--- config.mk ---
export PLATFORM = sky130hd
export DESIGN_NAME = serial_subtractor
export DESIGN_NICKNAME = d
export VERILOG_FILES = /design/src/rtl/serial_sub_pkg.sv /design/src/rtl/serial_subtractor_fs_bit.sv /design/src/rtl/serial_subtractor.sv
export SDC_FILE = /design/constraint.sdc
export NUM_CORES = 1
export LEC_CHECK = 0
export CORE_ASPECT_RATIO = 0.8
export CORE_UTILIZATION = 49
export DETAILED_ROUTE_END_ITERATION = 7
export PLACE_DENSITY = 0.79
export SYNTH_ARGS = -nofsm -noshare
export SYNTH_HDL_FRONTEND = slang
export SYNTH_HIERARCHICAL = 1
export SYNTH_SLANG_ARGS = --single-unit
--- constraint.sdc ---
create_clock -name i_clk -period 1.42 [get_ports i_clk]
set_input_delay 0.355 -clock i_clk [delete_from_list [all_inputs] [get_ports i_clk]]
set_output_delay 0.355 -clock i_clk [all_outputs]
set_load 0.005 [all_outputs]
--- src/rtl/serial_sub_pkg.sv ---
// Shared types and sizing helpers for the bit-serial subtractor.
package serial_sub_pkg;

    typedef enum logic [1:0] {
        IDLE  = 2'd0,
        SHIFT = 2'd1,
        DONE  = 2'd2
    } state_e;

    // Bit-counter width; never narrower than one bit.
    function automatic int cnt_width(input int width);
        return (width > 1) ? $clog2(width) : 1;
    endfunction

endpackage

--- src/rtl/serial_subtractor_fs_bit.sv ---
// Combinational 1-bit full subtractor cell: d = a - b - bi, with borrow-out.
module fs_bit (
    input  logic i_a,
    input  logic i_b,
    input  logic i_bi,
    output logic o_d,
    output logic o_bo
);

    assign o_d  = i_a ^ i_b ^ i_bi;
    assign o_bo = (~i_a & i_b) | (~(i_a ^ i_b) & i_bi);

endmodule

--- src/rtl/serial_subtractor.sv ---
// Bit-serial WIDTH-bit subtractor D = A - B - BIN, LSB-first, start/ready in, valid/ack out.
// Define SERIAL_SUB_SIGNED_OVF_EN to add the o_ovf signed-overflow output.
module serial_subtractor
    import serial_sub_pkg::*;
#(
    parameter int WIDTH = 8
) (
    input  logic             i_clk,
    input  logic             i_rst_n,
    input  logic             i_start,
    input  logic [WIDTH-1:0] i_a,
    input  logic [WIDTH-1:0] i_b,
    input  logic             i_bin,
    output logic             o_ready,
    output logic             o_valid,
    input  logic             i_ack,
    output logic [WIDTH-1:0] o_d,
    output logic             o_bo
`ifdef SERIAL_SUB_SIGNED_OVF_EN
    ,
    output logic             o_ovf
`endif
);

    localparam int               CNT_W = cnt_width(WIDTH);
    localparam logic [CNT_W-1:0] LAST  = CNT_W'(WIDTH - 1);

    state_e           r_state;
    state_e           w_next;
    logic [WIDTH-1:0] r_a;
    logic [WIDTH-1:0] r_b;
    logic [WIDTH-1:0] r_d;
    logic             r_br;
    logic             r_bo;
    logic [CNT_W-1:0] r_cnt;
    logic             w_accept;
    logic             w_last;
    logic             w_d;
    logic             w_bo;

    assign w_accept = (r_state == IDLE) & i_start;
    assign w_last   = (r_state == SHIFT) & (r_cnt == LAST);

    fs_bit u_fs_bit (
        .i_a  (r_a[0]),
        .i_b  (r_b[0]),
        .i_bi (r_br),
        .o_d  (w_d),
        .o_bo (w_bo)
    );

    // NOTE: sequential state uses non-blocking assignments so every flop samples pre-edge values.
    always_ff @(posedge i_clk or negedge i_rst_n) begin
        if (!i_rst_n) begin
            r_state <= IDLE;
        end else begin
            r_state <= w_next;
        end
    end

    // NOTE: every output of this block gets a default first so no latch is inferred.
    always_comb begin
        w_next  = r_state;
        o_ready = 1'b0;
        o_valid = 1'b0;
        case (r_state)
            IDLE: begin
                o_ready = 1'b1;
                if (i_start) w_next = SHIFT;
            end
            SHIFT: begin
                if (r_cnt == LAST) w_next = DONE;
            end
            DONE: begin
                o_valid = 1'b1;
                if (i_ack) w_next = IDLE;
            end
            default: w_next = IDLE;
        endcase
    end

    // D fills from the MSB side so bit 0 lands in place after WIDTH shifts.
    always_ff @(posedge i_clk or negedge i_rst_n) begin
        if (!i_rst_n) begin
            r_a   <= '0;
            r_b   <= '0;
            r_d   <= '0;
            r_br  <= 1'b0;
            r_bo  <= 1'b0;
            r_cnt <= '0;
        end else if (w_accept) begin
            r_a   <= i_a;
            r_b   <= i_b;
            r_br  <= i_bin;
            r_cnt <= '0;
        end else if (r_state == SHIFT) begin
            r_a   <= r_a >> 1;
            r_b   <= r_b >> 1;
            r_br  <= w_bo;
            r_d   <= {w_d, r_d[WIDTH-1:1]};
            r_cnt <= r_cnt + CNT_W'(1);
            if (w_last) r_bo <= w_bo;
        end
    end

    assign o_d  = r_d;
    assign o_bo = r_bo;

`ifdef SERIAL_SUB_SIGNED_OVF_EN
    logic r_ovf;

    // On the last bit r_a[0]/r_b[0] hold the operand MSBs and w_d is the result MSB.
    always_ff @(posedge i_clk or negedge i_rst_n) begin
        if (!i_rst_n) begin
            r_ovf <= 1'b0;
        end else if (w_last) begin
            r_ovf <= (r_a[0] ^ r_b[0]) & (r_a[0] ^ w_d);
        end
    end

    assign o_ovf = r_ovf;
`endif

endmodule

==> results of run 1 <==
## placed cells by master (no fill, tap or decap), types with 2 or more instances in the layout
master and instances:
o22ai_2 6, nand2b_2 2, dfrtp_1 30, nor2_4 2
clkbuf_4 5, buf_6 3, o31ai_1 2, nand2_1 27
dlygate4sd2_1 9, ha_1 2, o22ai_1 13, a2bb2oi_1 6
a22o_1 2, clkdlybuf4s50_1 20, inv_1 5, clkbuf_1 2
buf_4 16, a21oi_2 2, o22ai_4 2, buf_2 2
o21ai_0 2, a21oi_1 6
## area by class of cell
cell class              count  area, sq um  share of cell area
flip-flops and latches     31          777               0.387
inverters                   7         28.8              0.0143
multi-input cells          87          629               0.313
clock buffers               7         45.0              0.0224
well taps                  36         45.0              0.0224
clock inverters             1         5.00             0.00249
repair buffers             52          478               0.238
## power groups by stage
stage / Clock (mW) / Sequential, mW / Combinational [mW]
finish: 0.493 / 1.61 / 2.14
global route: 0.552 / 1.66 / 2.36
CTS: 0.497 / 1.56 / 1.92
detailed placement: 0 / 1.60 / 1.73
global placement: 0 / 1.58 / 1.66
floorplan: 0 / 1.53 / 1.13
## per-layer routing
metal  vias to the layer above  track usage  part of all wire
met5                         -            0                 0
met4                         0       0.0778            0.0040
met3                         3       0.0630             0.043
met2                        31        0.387              0.49
met1                       594        0.341              0.46
li1                        580            -                 -
## cell families after synthesis
logic type	Yosys count
AO/OA/AOI/OAI	45
buffers and inverters	17
AND/OR/NAND/NOR	38
adder cells (fa/ha/maj)	3
multiplexers	1
flip-flops	31
## final timing paths
path	cells past startpoint	slack (ns)	end	from
setup / recovery	3	-0.02	o_ready	r_state[1]$_DFFE_PN0P_
hold / removal	2	0.38	r_b[7]$_DFFE_PN0P_	i_rst_n
setup reg to reg	5	0.05	r_b[3]$_DFFE_PN0P_	r_state[1]$_DFFE_PN0P_
hold reg to reg	1	0.49	r_cnt[0]$_DFFE_PN0P_	r_cnt[0]$_DFFE_PN0P_
max in group asynchronous	2	0.87	r_state[1]$_DFFE_PN0P_	i_rst_n
min in group i_clk	1	0.49	r_cnt[0]$_DFFE_PN0P_	r_cnt[0]$_DFFE_PN0P_
## cell usage after synthesis
cell type	n	area share
dfrtp_1	31	0.55
nand2_1	28	0.075
o22ai_1	20	0.089
a21oi_1	7	0.025
a2bb2oi_1	6	0.038
buf_2	6	0.021
inv_1	5	0.013
nand2b_1	4	0.018
buf_4	3	0.016
nor2_1	3	0.0080
a22o_1	2	0.013
ha_1	2	0.018
inv_2	2	0.0054
o21ai_0	2	0.0072
o31ai_1	2	0.011
a21oi_2	1	0.0063
a22oi_1	1	0.0054
buf_6	1	0.0080
fa_1	1	0.014
mux2_1	1	0.0080
nand3b_1	1	0.0054
nor2_4	1	0.0080
nor2b_2	1	0.0063
o21ai_1	1	0.0036
o21bai_1	1	0.0054
o221a_1	1	0.0080
o22ai_2	1	0.0089
## flip-flops by register name (all words and copies together), names as in the netlist
signal and flops:
r_state 2, o_bo 1, o_d 8, r_cnt 3, r_br 1, r_b 8, r_a 8
## through the flow
stage / cells / setup WS, ns / setup TNS (ns)
after floorplan: 135 / 0.175 / 0
after global placement: 204 / -0.127 / -2.03
after detailed placement: 204 / -0.207 / -2.93
after CTS: 222 / -0.0665 / -0.143
after global routing: 221 / -0.0680 / -0.0705
final: 221 / -0.0202 / -0.0202
## what timing repair did
item,4_1_cts,5_1_grt
gates resized for setup,25,19
buffers inserted,10,0
pin swaps,1,3
hold buffers,0,0
setup endpoints to repair,11,17
hold endpoints to repair,0,0
## worst max-delay path: stages (launching register included)
cell and delay (ns):
dfrtp_2 0.43, buf_6 0.13, nor2_4 0.08, buf_2 0.12
==> impl_metrics.toml, run 1 <==
[yosys]
synth_compound_area_frac = 0.220
synth-simple-area-share = 0.121
synth-seq-cells = 31
synth_fa_ha_area_frac = 0.0322
yosys_warnings = 6
synth.distinct_cells = 27
synth_top_family_by_area = "compound AO/OA/AOI/OAI gates"
ys_seq_area_frac = 0.555
syn-instance-count = 135
synth_xor_area_frac = 0
syn-num-nets = 159
muxShareOfSynthArea = 0.00805
syn_avg_cell_area_sq_um = 10.4
netlist_area_sq_mm = 0.00140

[route]
drt.antenna.violating_nets = 0
drt_iter0_markers = 55
wl_per_cell_microns = 15.7
via_per_inst = 5.47
dr.pass1.iters = 4
drc_errors = 0
finalWirelength_microns = 3480
vias = 1208

[grt]
grt_max_degree = 32
grt_usage = 0.250
grt_pass1_wl_microns = 5510
overflow = 0
grt_pass1_vias = 1167
grt_antenna_before_repair = 0

[clocking]
cts_buffers = 5
clk_path_buf_depth = 2
root_buffer = "clkbuf_4"
cts_tree = "yes"
cts.sinks = 31
cts.clk_slew.worst_paths_ns = 0.10
h-tree-depth = 2
insertion_delay_ns = 0.33

[worst_setup_path]
cp-end-kind = "primary output"
crit_required_ns = 1.07
start_kind = "flop"
crit_fanout = 3
crit_type = "reg -> out"
crit_arrival_ns = 1.09

[power]
intPower_mw = 2.63
p_clk_frac = 0.116
powerDensity_mw_per_mm2 = 2120
seqPwrFrac = 0.379
p_total_mw = 4.25
worst_ir_drop_vdd_uv = 945
combPwrFrac = 0.504
leakage_nw = 0.933
p_sw_frac = 0.382
p_sw_mw = 1.62

[layout]
num-fill-cells = 170
final_area_sq_mm = 0.00201
area_growth_pct = 43.6
antennaDiodeCount = 0
drive_gt1_frac = 0.276
postLayoutCoreUtil = 0.778
final_nets = 208

[timing]
worst_slew_margin_rel = 0.834
fin_crit_sh = 1.01
rsz0062_at_grt = "true"
hold_ws_ns = 0.376
finalSetupViolCount = 1
finalMaxSlewViolations = 0
worst_pin_slew_ns = 0.248
setup_slack_ns = -0.0202
fmax_mhz = 694
period_needed_ns = 1.44
skew_ns = 0.00907
hold_violations = 0

[floorplan]
die_w_microns = 61.7
die_area_sq_mm = 0.00307
core_sq_mm = 0.00258
die_h_microns = 49.8
num_io_pins = 32
initial_utilization = 0.542
rows = 16

[status]
status = "finished, violations left"
failed_checks = "negative setup slack"

[placement]
placed_area_sq_mm = 0.00179
gp_congestion = 0.769
place_hpwl_microns = 2120
io_buffers = 31

[min_path]
min-delay-path-class = "in -> async"

[run]
maxCapViolations = 0
No activity file was read; power rests on OpenSTA's default activity.
==> run 2: changes to the inputs <==
--- a/config.mk
+++ b/config.mk
@@ -6,9 +6,11 @@
 export NUM_CORES = 1
 export LEC_CHECK = 0
 export CORE_ASPECT_RATIO = 0.8
-export CORE_UTILIZATION = 49
+export CORE_UTILIZATION = 50
+export CTS_BUF_LIST = sky130_fd_sc_hd__clkbuf_4
 export DETAILED_ROUTE_END_ITERATION = 7
-export PLACE_DENSITY = 0.79
+export PLACE_DENSITY = 0.81
+export SKIP_LAST_GASP = 1
 export SYNTH_ARGS = -nofsm -noshare
 export SYNTH_HDL_FRONTEND = slang
 export SYNTH_HIERARCHICAL = 1
==> run 2 against run 1 <==
Compared with the run above: clock skew increased by 0.0049 ns; wire length rose by 3.2%; largest power group unchanged; critical path depth is the same; the run still ends with negative setup slack left; setup slack improved by 0.010 ns; global-route usage increased by 2.4 points; sequential power shrank 4%; via count increased by 1.8%; clock-buffer cell count is 2 lower; hold slack worse by 0.0035 ns.
==> impl_metrics.toml, run 2 (same netlist as run 1, synthesis figures left out) <==
[placement]
place_hpwl_microns = 2120
io_buffers = 31
gp_congestion = 0.794
placed_cells_incl_taps = 202
placed_area_sq_mm = 0.00178

[timing]
fin_crit_sh = 1.01
period_needed_ns = 1.43
fmax_mhz = 699
hold_violations = 0
finalMaxSlewViolations = 0
rsz0062_at_grt = "true"
skew_ns = 0.0140
worst_slew_margin_rel = 0.809
finalSetupViolCount = 1
setup_slack_ns = -0.00979
hold_ws_ns = 0.372
worst_pin_slew_ns = 0.286

[worst_setup_path]
critPathSlowestCell = "dfrtp_1"
cp-end-kind = "primary output"
r2r_cells = 5
crit_fanout = 4
crit_required_ns = 1.07
start_kind = "flop"
cp-startpoint = "r_state[1]$_DFFE_PN0P_"
rr_startpoint = "r_state[0]$_DFFE_PN0P_"
crit_arrival_ns = 1.07
max_stage_delay_ns = 0.40
crit_type = "reg -> out"
regToRegEndpoint = "r_cnt[2]$_DFFE_PN0P_"
reg2reg_slack_ns = 0.03
worstPathCellList = "buf_6 -> nor2_4 -> buf_2"

[power]
powerDensity_mw_per_mm2 = 2140
seqPwrFrac = 0.369
p_clk_frac = 0.162
worst_ir_drop_vdd_uv = 1150
combPwrFrac = 0.468
p_sw_frac = 0.365
intPower_mw = 2.67
p_total_mw = 4.20
leakage_nw = 0.935
p_sw_mw = 1.53

[layout]
final_nets = 210
drive_gt1_frac = 0.241
final_cell_mix = "31 x dfrtp_1, 27 x nand2_1, 20 x o22ai_1, 20 x clkdlybuf4s50_1, 20 x buf_4"
final_cell_count_no_fill = 223
area_growth_pct = 40.5
antennaDiodeCount = 0
final_area_sq_mm = 0.00197
layout_commonest_cell = "dfrtp_1"

[grt]
grt_max_degree = 32
overflow = 0
grt_usage = 0.273
grt_pass1_wl_microns = 5810
grt_antenna_before_repair = 0
grt_pass1_vias = 1266

[clocking]
h-tree-depth = 2
ctsHoldBuffers = 0
cts.sinks = 31
clk_path_buf_depth = 2
insertion_delay_ns = 0.34
cts_tree = "yes"
cts_buffers = 5
root_buffer = "clkbuf_4"
cts.clk_slew.worst_paths_ns = 0.11

[status]
status = "finished, violations left"
failed_checks = "negative setup slack"

[route]
dr.pass1.iters = 4
drt_iter0_markers = 117
finalWirelength_microns = 3590
drt.antenna.violating_nets = 0
vias = 1230
via_per_inst = 5.52
wl_per_cell_microns = 16.1
drc_errors = 0

[floorplan]
core_sq_mm = 0.00254
die_h_microns = 49.3
rows = 16
die_area_sq_mm = 0.00301
die_w_microns = 61.1
num_io_pins = 32
initial_utilization = 0.550

[run]
maxCapViolations = 0

[min_path]
min-delay-path-class = "in -> async"
==> run 2: changes by cell type in the layout (fill, tap and decap cells not counted), moves of 2 or more <==
cell      delta
o22ai_1      +7
o22ai_2      -5
buf_4        +4
clkbuf_1     -2
o22ai_4      -2
==> run 2: what timing repair did <==
action	CTS	global route
pin swaps	1	1
gates resized for setup	19	9
buffers inserted	12	2
endpoints found under the setup margin	12	29
==> run 2: worst max-delay path: cells and delay by family, from the launching register on <==
family	cells	cell delay [ns]
buffers and inverters	2	0.25
AND/OR/NAND/NOR	1	0.10
flip-flops	1	0.40
==> run 2: layout make-up <==
| type | instances | area, sq um |
|---|---|---|
| flip-flops and latches | 31 | 776 |
| fillers | 186 | 577 |
| multi-input cells | 87 | 561 |
| repair buffers | 54 | 482 |
| well taps | 36 | 45.0 |
| clock inverters | 3 | 38.8 |
| clock buffers | 5 | 37.5 |
| inverters | 7 | 26.3 |
==> run 2: worst max-delay path by stage <==
stage | cells past startpoint | end
after global placement | 4 | r_b[6]$_DFFE_PN0P_
after detailed placement | 4 | r_br$_DFFE_PN0P_
final | 3 | o_ready
after global routing | 3 | o_ready
after CTS | 3 | o_ready
after floorplan | 4 | o_bo$_DFFE_PN0P_
==> run 2: layer usage <==
layer | wire (microns) | global-route usage
met1 | 1570 | 0.354
met2 | 1740 | 0.413
met3 | 199 | 0.0928
met4 | 84 | 0.117
met5 | 0 | 0
==> run 2: power by group through the flow <==
stage / Clock (mW) / Combinational (mW) / Sequential (mW)
2_1_floorplan: 0 / 1.13 / 1.53
3_3_place_gp: 0 / 1.61 / 1.57
3_5_place_dp: 0 / 1.67 / 1.59
4_1_cts: 0.684 / 1.87 / 1.53
5_1_grt: 0.729 / 2.16 / 1.59
6_report: 0.681 / 1.97 / 1.55
==> run 2: stage by stage <==
step | TNS, ns | worst slack [ns] | utilization
after floorplan | 0 | 0.175 | -
after global placement | -1.21 | -0.0925 | 0.699
after detailed placement | -2.24 | -0.169 | 0.699
after CTS | -0.133 | -0.133 | 0.763
after global routing | -0.137 | -0.0705 | 0.773
final | -0.00979 | -0.00979 | 0.773
==> run 3: changes to the inputs <==
--- a/config.mk
+++ b/config.mk
@@ -6,10 +6,10 @@
 export NUM_CORES = 1
 export LEC_CHECK = 0
 export CORE_ASPECT_RATIO = 0.8
-export CORE_UTILIZATION = 50
+export CORE_UTILIZATION = 38
 export CTS_BUF_LIST = sky130_fd_sc_hd__clkbuf_4
 export DETAILED_ROUTE_END_ITERATION = 7
-export PLACE_DENSITY = 0.81
+export PLACE_DENSITY = 0.64
 export SKIP_LAST_GASP = 1
 export SYNTH_ARGS = -nofsm -noshare
 export SYNTH_HDL_FRONTEND = slang
==> run 3 against run 2 <==
Compared with the run above: the flow still finishes with violations (negative setup slack); via count decreased by 0.81%; wire length decreased by 1.7%; sequential share of layout area decreased by 1.6 points; setup slack got worse by 0.011 ns; sequential cell count unchanged; hold slack improved by 0.0045 ns; critical path type unchanged; largest cell class unchanged; largest power group unchanged.
==> impl_metrics.toml, run 3 (same netlist as run 1, synthesis figures left out) <==
[floorplan]
rows = 19
initial_utilization = 0.403
core_sq_mm = 0.00347
num_io_pins = 32
die_w_microns = 69.8
die_h_microns = 56.3
die_area_sq_mm = 0.00393

[layout]
layout_commonest_cell = "dfrtp_1"
seq_area_sq_um = 777
final_cell_mix = "30 x dfrtp_1, 27 x nand2_1, 20 x clkdlybuf4s50_1, 19 x buf_4, 18 x o22ai_1"
multi_input_area_sq_um = 609
area_growth_pct = 46.5
final_nets = 213
antennaDiodeCount = 0
drive_gt1_frac = 0.274
num-fill-cells = 284

[run]
maxCapViolations = 0

[timing]
finalSetupViolCount = 2
hold_violations = 0
rsz0062_at_grt = "true"
hold_ws_ns = 0.377
setup_slack_ns = -0.0208
worst_pin_slew_ns = 0.382
worst_slew_margin_rel = 0.745
fmax_mhz = 694
fin_crit_sh = 1.01
finalMaxSlewViolations = 0
skew_ns = 0.00648
period_needed_ns = 1.44

[worst_setup_path]
critPathSlowestCell = "dfrtp_1"
crit_arrival_ns = 1.09
worstPathCellList = "buf_6 -> nor2_4 -> clkbuf_2"
cp-end-kind = "primary output"
start_kind = "flop"
crit_required_ns = 1.07
r2r_cells = 6
max_stage_delay_ns = 0.40
crit_fanout = 3
crit_type = "reg -> out"

[grt]
grt_antenna_before_repair = 0
grt_max_degree = 32
grt_pass1_vias = 1174
grt_usage = 0.182
overflow = 0
grt_pass1_wl_microns = 5410

[clocking]
cts.clk_slew.worst_paths_ns = 0.10
cts_buffers = 5
insertion_delay_ns = 0.33
h-tree-depth = 2
root_buffer = "clkbuf_4"
clk_path_buf_depth = 2
cts_tree = "yes"
cts.sinks = 31
ctsHoldBuffers = 0

[power]
p_total_mw = 4.28
powerDensity_mw_per_mm2 = 2090
worst_ir_drop_vdd_uv = 1040
leakage_nw = 0.977

[placement]
io_buffers = 31
gp_congestion = 0.802
place_hpwl_microns = 2240
pre_cts_slack_ns = -0.205

[route]
finalWirelength_microns = 3530
wl_per_cell_microns = 15.2
drt.antenna.violating_nets = 0
drc_errors = 0
vias = 1220
drt_iter0_markers = 55
dr.pass1.iters = 4
via_per_inst = 5.26

[status]
status = "finished, violations left"
failed_checks = "negative setup slack"

[min_path]
min-delay-path-class = "in -> async"
==> run 3: cell count changes in the layout (fill, tap and decap cells not counted), moves of 2 or more <==
cell / change
o22ai_1: -2
nand2b_4: +2
o22ai_2: +2
buf_6: +3
==> run 3: worst max-delay path: cells and delay by family (launching register included) <==
kind / cells / cell delay (ns)
simple gates: 1 / 0.11
flops: 1 / 0.40
buf+inv: 2 / 0.25
==> run 3: where the power goes <==
group          internal (mW)  leakage, nW  switching (mW)  total [mW]
Combinational           1.10        0.564           0.952        2.06
Clock                  0.362       0.0426           0.299       0.661
Sequential              1.29        0.370           0.266        1.56
==> run 3: per-layer routing <==
metal / GRT usage / vias to the layer above / share of wire
met5: 0 / - / 0
met4: 0.0829 / 0 / 0.010
met3: 0.0467 / 4 / 0.058
met2: 0.265 / 41 / 0.46
met1: 0.255 / 587 / 0.47
li1: - / 588 / -
==> run 3: final cells by class <==
cell class	instances	share of cell area
clock buffers	5	0.0183
clock inverters	3	0.0189
inverters	7	0.0128
multi-input cells	88	0.297
flip-flops and latches	31	0.379
well taps	42	0.0256
repair buffers	56	0.248
==> run 3: final timing paths <==
check                                        from                endpoint  slack (ns)
setup / recovery           r_state[0]$_DFFE_PN0P_                 o_ready       -0.02
hold / removal                            i_rst_n      r_b[5]$_DFFE_PN0P_        0.38
setup reg to reg           r_state[1]$_DFFE_PN0P_        o_bo$_DFFE_PN0P_        0.06
hold reg to reg                o_d[0]$_DFFE_PN0P_      o_d[0]$_DFFE_PN0P_        0.49
max in group asynchronous                 i_rst_n  r_state[1]$_DFFE_PN0P_        0.86
min in group i_clk             o_d[0]$_DFFE_PN0P_      o_d[0]$_DFFE_PN0P_        0.49
==> run 3: timing repair <==
| action | CTS | global route |
|---|---|---|
| pin swaps | 1 | 3 |
| cloned | 0 | 1 |
| endpoints found under the setup margin | 18 | 29 |
| setup buffers | 10 | 4 |
| hold endpoints to repair | 0 | 0 |
| resized for setup | 19 | 19 |
==> run 3: metrics by stage <==
stage	area [sq um]	TNS, ns	utilization	std cells
final	2050	-0.0358	0.590	232
after CTS	1950	-1.95	0.561	228
after floorplan	1400	0	-	135
after global routing	2050	-0.158	0.590	232
after detailed placement	1800	-2.42	0.519	210
after global placement	1800	-1.59	0.519	210
